<file path="config.mk">
export PLATFORM = sky130hd
export DESIGN_NAME = neuron_mac_pe
export DESIGN_NICKNAME = d
export VERILOG_FILES = /design/src/rtl/neuron_mac_pe.sv
export SDC_FILE = /design/constraint.sdc
export NUM_CORES = 1
export LEC_CHECK = 0
export CORE_MARGIN = 2
export CORE_UTILIZATION = 40
export CTS_CLUSTER_SIZE = 16
export DETAILED_ROUTE_END_ITERATION = 10
export DONT_BUFFER_PORTS = 1
export HOLD_SLACK_MARGIN = 0.15
export RECOVER_POWER = 25
export REMOVE_ABC_BUFFERS = 1
export SYNTH_ARGS = -nofsm -noshare
export SYNTH_HDL_FRONTEND = slang
export SYNTH_SLANG_ARGS = --single-unit
export TNS_END_PERCENT = 100
</file>
<file path="constraint.sdc">
create_clock -name clk -period 6.6 [get_ports clk]
set_clock_uncertainty 0.1 [all_clocks]
set_input_delay 0.66 -clock clk [delete_from_list [all_inputs] [get_ports clk]]
set_output_delay 0.66 -clock clk [all_outputs]
set_load 0.01 [all_outputs]
</file>
<file path="src/rtl/neuron_mac_pe.sv">
// neuron_mac_pe -- streaming neuron processing element.
//
// Accepts N_IN weight/activation pairs over a valid/ready handshake. Each
// product (signed, 2*DW bits) is arithmetically right-shifted by `shif` and
// accumulated. Once the last pair has arrived, the bias is added and a leaky
// ReLU with slope/8 is applied. The result is then saturated to DW bits and
// held on y until the consumer takes it.
//
// Ports
//   clk, rst_n          clock, synchronous active-low reset
//   in_valid/in_ready   input handshake (in_ready == state is ACC)
//   w, x                signed weight / activation, DW bits
//   b                   signed bias, captured on the first beat
//   shif                per-product arithmetic right shift, taken every beat
//   slope               leaky slope in 1/8 units, captured on the first beat
//   out_valid/out_ready output handshake
//   y                   signed saturated result, DW bits
module neuron_mac_pe #(
  parameter int N_IN  = 4,
  parameter int DW    = 8,
  parameter int ACC_W = 20
) (
  input  logic          clk,
  input  logic          rst_n,
  input  logic          in_valid,
  output logic          in_ready,
  input  logic [DW-1:0] w,
  input  logic [DW-1:0] x,
  input  logic [DW-1:0] b,
  input  logic [2:0]    shif,
  input  logic [2:0]    slope,
  output logic          out_valid,
  input  logic          out_ready,
  output logic [DW-1:0] y
);

  localparam int CW = (N_IN > 1) ? $clog2(N_IN) : 1;
  localparam int PW = 2 * DW;
  // One extra bit for the bias add, and four more for the 3-bit slope
  // multiply (treated as unsigned, so it gets a zero sign bit).
  localparam int SW = ACC_W + 1;
  localparam int LW = SW + 4;
  localparam logic signed [LW-1:0] YMAX = LW'((2 ** (DW - 1)) - 1);
  localparam logic signed [LW-1:0] YMIN = LW'(-(2 ** (DW - 1)));

  typedef enum logic [1:0] {S_ACC, S_ACT, S_OUT} state_t;

  state_t                    state;
  logic [CW-1:0]             cnt;
  logic signed [ACC_W-1:0]   acc;
  logic signed [DW-1:0]      b_q;
  logic [2:0]                slope_q;

  // Multiply-and-shift datapath. Operands are widened first so that the
  // full 2*DW product is formed.
  logic signed [PW-1:0]    w_ext, x_ext, prod, prod_sh;
  logic signed [ACC_W-1:0] prod_ext;

  assign w_ext    = PW'($signed(w));
  assign x_ext    = PW'($signed(x));
  assign prod     = w_ext * x_ext;
  assign prod_sh  = prod >>> shif;
  assign prod_ext = ACC_W'(prod_sh);

  // Activation datapath. It is evaluated in the ACT cycle from registered
  // state only.
  logic signed [SW-1:0] s;
  logic signed [LW-1:0] s_ext, slope_ext, leak, r, r_sat;

  assign s         = SW'(acc) + SW'(b_q);
  assign s_ext     = LW'(s);
  assign slope_ext = LW'($signed({1'b0, slope_q}));
  assign leak      = (s_ext * slope_ext) >>> 3;
  assign r         = (s > 0) ? s_ext : leak;
  assign r_sat     = (r > YMAX) ? YMAX : ((r < YMIN) ? YMIN : r);

  assign in_ready = (state == S_ACC);

  always_ff @(posedge clk) begin
    if (!rst_n) begin
      state     <= S_ACC;
      cnt       <= '0;
      acc       <= '0;
      b_q       <= '0;
      slope_q   <= '0;
      out_valid <= 1'b0;
      y         <= '0;
    end else begin
      case (state)
        S_ACC: begin
          if (in_valid) begin
            // The first beat loads the accumulator, so there is no separate
            // clear step between evaluations.
            if (cnt == '0) begin
              acc     <= prod_ext;
              b_q     <= $signed(b);
              slope_q <= slope;
            end else begin
              acc <= acc + prod_ext;
            end
            if (cnt == CW'(N_IN - 1)) begin
              cnt   <= '0;
              state <= S_ACT;
            end else begin
              cnt <= cnt + CW'(1);
            end
          end
        end
        S_ACT: begin
          y         <= r_sat[DW-1:0];
          out_valid <= 1'b1;
          state     <= S_OUT;
        end
        S_OUT: begin
          if (out_ready) begin
            out_valid <= 1'b0;
            state     <= S_ACC;
          end
        end
        default: state <= S_ACC;
      endcase
    end
  end

endmodule

</file>
After elaboration in Yosys (flattened, before gate mapping)
Index checks and enable logic that the tools add are counted.
Widths: inputs -> output; s select.

storage, ports and cells
  output and inout port bits = 10
  bits of input ports = 34
  logic and storage cells = 40
  bits in registers = 44

operators by class
  equal/unequal tests = 6
  multiply operators = 2
  add/subtract/negate cells = 3
  reduce and logical (&&, ||, !) cells = 7
  shifts and indexed selects = 1
  magnitude comparators = 3
  multiplexer cells = 11

operator list
  cell                 number
  $gt 25x8->1 const B  1
  $lt 25x8->1 const B  1
  $mul 21x4->25        1
  $mux 25              1
  $add 20x8->21        1
  $gt 21x1->1 const B  1
  $add 20x16->20       1
  $mux 20              1
  $mul 8x8->16         1
  $mux 8               2
  $sshr 16x3->16       1
  $mux 2               4
  $pmux 2 s3           1
  $reduce_and 3->1     2
  $eq 2x2->1 const B   2
  $logic_not 2->1      2
  $ne 2x2->1 const B   2
  $reduce_and 2->1     2
  $add 2x1->2 const B  1
  $eq 2x1->1 const B   1
  $ne 2x1->1 const B   1
  $pmux 1 s2           1
  $reduce_bool 2->1    1
  $mux 1               1

Depth between registers and ports, before layout
  depth after elaboration = 6
  depth in mapped cells = 31
  depth with buffers taken out = 31

Worst setup path after synthesis
No wires, ideal clock.

  kind = input-to-reg
  start = in x[3]
  end = reg acc[19]
  stages = 28
  slack = -0.627 ns
  path buffers = 0
  required time = 6.424 ns
  data arrival time = 7.052 ns
  setup time = 0.076 ns
  cells stage by stage = and2_1 -> fa_1 -> inv_1 -> fa_1 -> inv_1 -> fa_1 -> inv_1 -> fa_1 -> inv_1 -> ha_1 -> and3_1 -> a21oi_1 -> a31oi_1 -> xnor2_1 -> mux2i_1 -> mux2_2 -> mux2i_1 -> ha_1 -> or2_2 -> a21oi_1 -> a21oi_1 -> a311oi_1 -> nor2_1 -> a31oi_1 -> mux2i_1 -> o21ai_0 -> nand2_1 -> a21boi_0

between the ends
  cells in the longest elaborated chain, start to end = 4

RTL lines
  what                    RTL line  text
  start: declaration      28        input logic [DW-1:0] x,
  $mul 8x8->16 (*)        61        assign prod = w_ext * x_ext;
  $sshr 16x3->16 (*)      62        assign prod_sh = prod >>> shif;
  $add 20x16->20          99        acc <= acc + prod_ext;
  $mux 20 (*)             94        if (cnt == '0) begin
  end signal: assignment  95        acc <= prod_ext;
  end signal: assignment  99
  end: declaration        50        logic signed [ACC_W-1:0] acc;

Every way passes the cells marked *; elsewhere a longest branch is shown, timed or not.
A chain may end at the register's enable or synchronous reset.

Worst setup path in the final report
  start = in x[2]
  end = reg acc[19]

Same word-level chain as after synthesis.

==> impl_metrics.yaml <==
run_status:
  status: "finished, violations left"
  violations: "negative setup slack"
route:
  viasPerCell: 5.24
  drt_iter0_markers: 535
  wl_per_cell_um: 14.6
  drc: 0
  first_pass_iters: 7
  routed_wl_um: 24200
  num_vias: 8695
  detail-route-antenna-nets: 0
yosys:
  synth_top_flop_cell: "dfxtp_1"
  syn_inst: 1240
  synth.avg_cell_area_sq_um: 7.77
  synth_edf_count: 0
  synth_top_area_share: 0.162
  yosys-top-cells-count: "inv_1 (191), ha_1 (119), nand2_1 (116)"
  ys_types: 90
  yosysWarnings: 0
  yosysSeqAreaShare: 0.0914
  yosysMostFrequentCell: "inv_1"
  mappedNetlistArea_sq_um: 9640
  synthTopCellsByArea: "fa_1 (16%), ha_1 (15%), dfxtp_1 (9.1%)"
  synth_async_sr_flop_share: 0
  ys_ff_latch: 44
  synth_top_cell_by_area: "fa_1"
final_layout:
  nets: 1569
  regArea_sq_um: 881
  syn_to_final_growth_pct: 18.9
  antennaDiodeCount: 0
  fill_cells: 2409
  multi_input_area_sq_um: 8310
  layout-drive-gt1-share: 0.197
  finalNonFillerCells: 1658
global_route:
  grt-ovfl-total: 0
  grt_pass1_vias: 8699
  grt_antenna_before_repair: 0
  grt_pass1_wl_um: 42200
  grt_max_degree: 44
  track_usage: 0.197
critical_path:
  regToRegEndpoint: "y[1]"
  worst-path-buf-inv: 5
  crit_fanout: 8
  reg2reg_depth: 28
  crit_path_end_kind: "register"
  cp_slowest_stage_delay_ns: 0.54
  start_kind: "input pin"
  slowest_stage: "fa_1"
  r2r_start: "acc[0]"
  crit_type: "input pin to register"
  r2r_setup_slack_ns: 0.38
  cp.arrival_ns: 6.73
  path_delay_family: "adder cells"
  required_ns: 6.69
cts:
  cts.sinks: 44
  root_buffer: "clkbuf_16"
  cts-hold-fix-buffers: 0
  cts_tree: "built"
  htreeDepth: 2
  clk_pin_slew_ns: 0.07
  clk_latency_ns: 0.30
  cts_buffer_depth: 2
  cts_made_buffers: 5
placed_design:
  io_buffers: 0
  dp_cells: 1634
  dp_hpwl_um: 19500
  place.gp.congestion: 0.924
  pre_cts_ws_ns: -0.847
pwr:
  power_density_nw_per_um2: 580
  p_total_mw: 6.64
  ir_drop_mv: 0.404
  leakage_nw: 5.50
hold_path:
  holdPathEnd: "cnt[0]"
  hold_path.startpoint: "rst_n"
  hold_class: "input pin to register"
  hold_depth: 1
timing:
  setup_viol: 2
  relSlewSlack: 0.273
  min_period_over_period: 1.01
  tightest_slew_ns: 1.09
  fin_crit_ns: 6.64
  slew_violations: 0
  fin_ws_ns: -0.0411
  rsz0062_at_grt: "true"
  fmax_mhz: 151
  hold_viol: 0
die:
  ios: 44
  placementRows: 56
  die_area_sq_um: 25300
  dieHeight_um: 159
  core_sq_um: 23500
  die_w_um: 159
  start_util: 0.409
flow_run:
  cap_violations: 0
-- power breakdown --
part / leakage [nW] / internal, mW / switching, mW / total (mW)
sequential: 0.361 / 0.317 / 0.0660 / 0.383
combinational: 5.06 / 3.05 / 2.91 / 5.96
clock: 0.0804 / 0.180 / 0.123 / 0.303
-- per-layer routing --
metal | share of wire | global-route usage
met1 | 0.51 | 0.293
met2 | 0.45 | 0.313
met3 | 0.042 | 0.0206
met4 | 0.0067 | 0.0285
met5 | 0 | 0
-- area by class of cell --
cell class              count  share of cell area
multi-input cells         966               0.726
repair buffers            128              0.0842
flip-flops and latches     44              0.0769
inverters                 193              0.0633
well taps                 319              0.0348
clock buffers               5              0.0109
clock inverters             3             0.00404
-- cells in the final DEF, fill, tap and decap left out, types with 5 or more instances in the layout --
cell type | Yosys | final
inv_1 | 191 | 183
o211ai_1 | 10 | 10
o21a_1 | 11 | 11
mux2i_1 | 14 | 13
a31oi_1 | 12 | 9
nor3_1 | 18 | 16
xnor2_1 | 42 | 38
a211oi_1 | 17 | 14
ha_4 | 0 | 12
nor2_1 | 70 | 66
or2_2 | 6 | 5
and3_1 | 10 | 9
nand2_1 | 116 | 114
o21ai_1 | 5 | 12
fa_1 | 78 | 77
o21ai_2 | 1 | 6
a21boi_0 | 16 | 15
nor2b_1 | 17 | 17
dfxtp_1 | 44 | 44
nand3_1 | 13 | 12
a21o_1 | 21 | 20
a21oi_2 | 4 | 17
nand2b_1 | 8 | 8
a21oi_1 | 86 | 70
inv_2 | 1 | 9
o21bai_1 | 7 | 7
clkbuf_16 | 0 | 5
nand4_1 | 13 | 13
buf_4 | 1 | 127
ha_1 | 119 | 105
and2_1 | 86 | 82
xor2_1 | 20 | 18
o21ai_0 | 59 | 47
mux2_2 | 8 | 5
a21oi_4 | 2 | 5
-- metrics by stage --
| stage | util | hold WS, ns | instance area, sq um | setup TNS (ns) |
|---|---|---|---|---|
| finish | 0.487 | 0.381 | 11500 | -0.0568 |
| global route | 0.487 | 0.375 | 11500 | -1.07 |
| CTS | 0.468 | 0.369 | 11000 | 0 |
| detailed placement | 0.454 | 0.368 | 10700 | -6.37 |
| global placement | 0.454 | 0.359 | 10700 | -5.63 |
| floorplan | - | 0.347 | 9440 | -2.47 |
-- worst max path at each step --
| stage | start | endpoint | slack [ns] | depth (start not counted) |
|---|---|---|---|---|
| finish | x[2] | acc[19] | -0.04 | 28 |
| global placement | x[3] | acc[19] | -0.75 | 28 |
| CTS | x[4] | acc[19] | 0.005 | 29 |
| floorplan | x[3] | acc[19] | -0.65 | 28 |
| global route | x[2] | acc[19] | -0.25 | 29 |
| detailed placement | x[4] | acc[19] | -0.85 | 29 |
-- logic make-up after synthesis --
logic type | after synthesis | synth area share
AOI/OAI and AO/OA | 295 | 0.202
xor gates and xnor gates | 62 | 0.0564
adders and majority gates | 197 | 0.317
buffers and inverters | 230 | 0.0951
DFF | 44 | 0.0914
muxes | 24 | 0.0286
and+or+nand+nor | 388 | 0.210
-- sequential cells by signal, indices dropped and copies added, names as in the netlist --
signal and flops:
acc 20, b_q 8, cnt 2, out_valid 1, slope_q 3, state 2
y 8
-- what timing repair did --
| item | 4_1_cts | 5_1_grt |
|---|---|---|
| endpoints found under the setup margin | 10 | 17 |
| pin swaps | 17 | 54 |
| buffers inserted | 5 | 12 |
| gates resized for setup | 33 | 74 |
No activity file was read; power rests on OpenSTA's default activity.
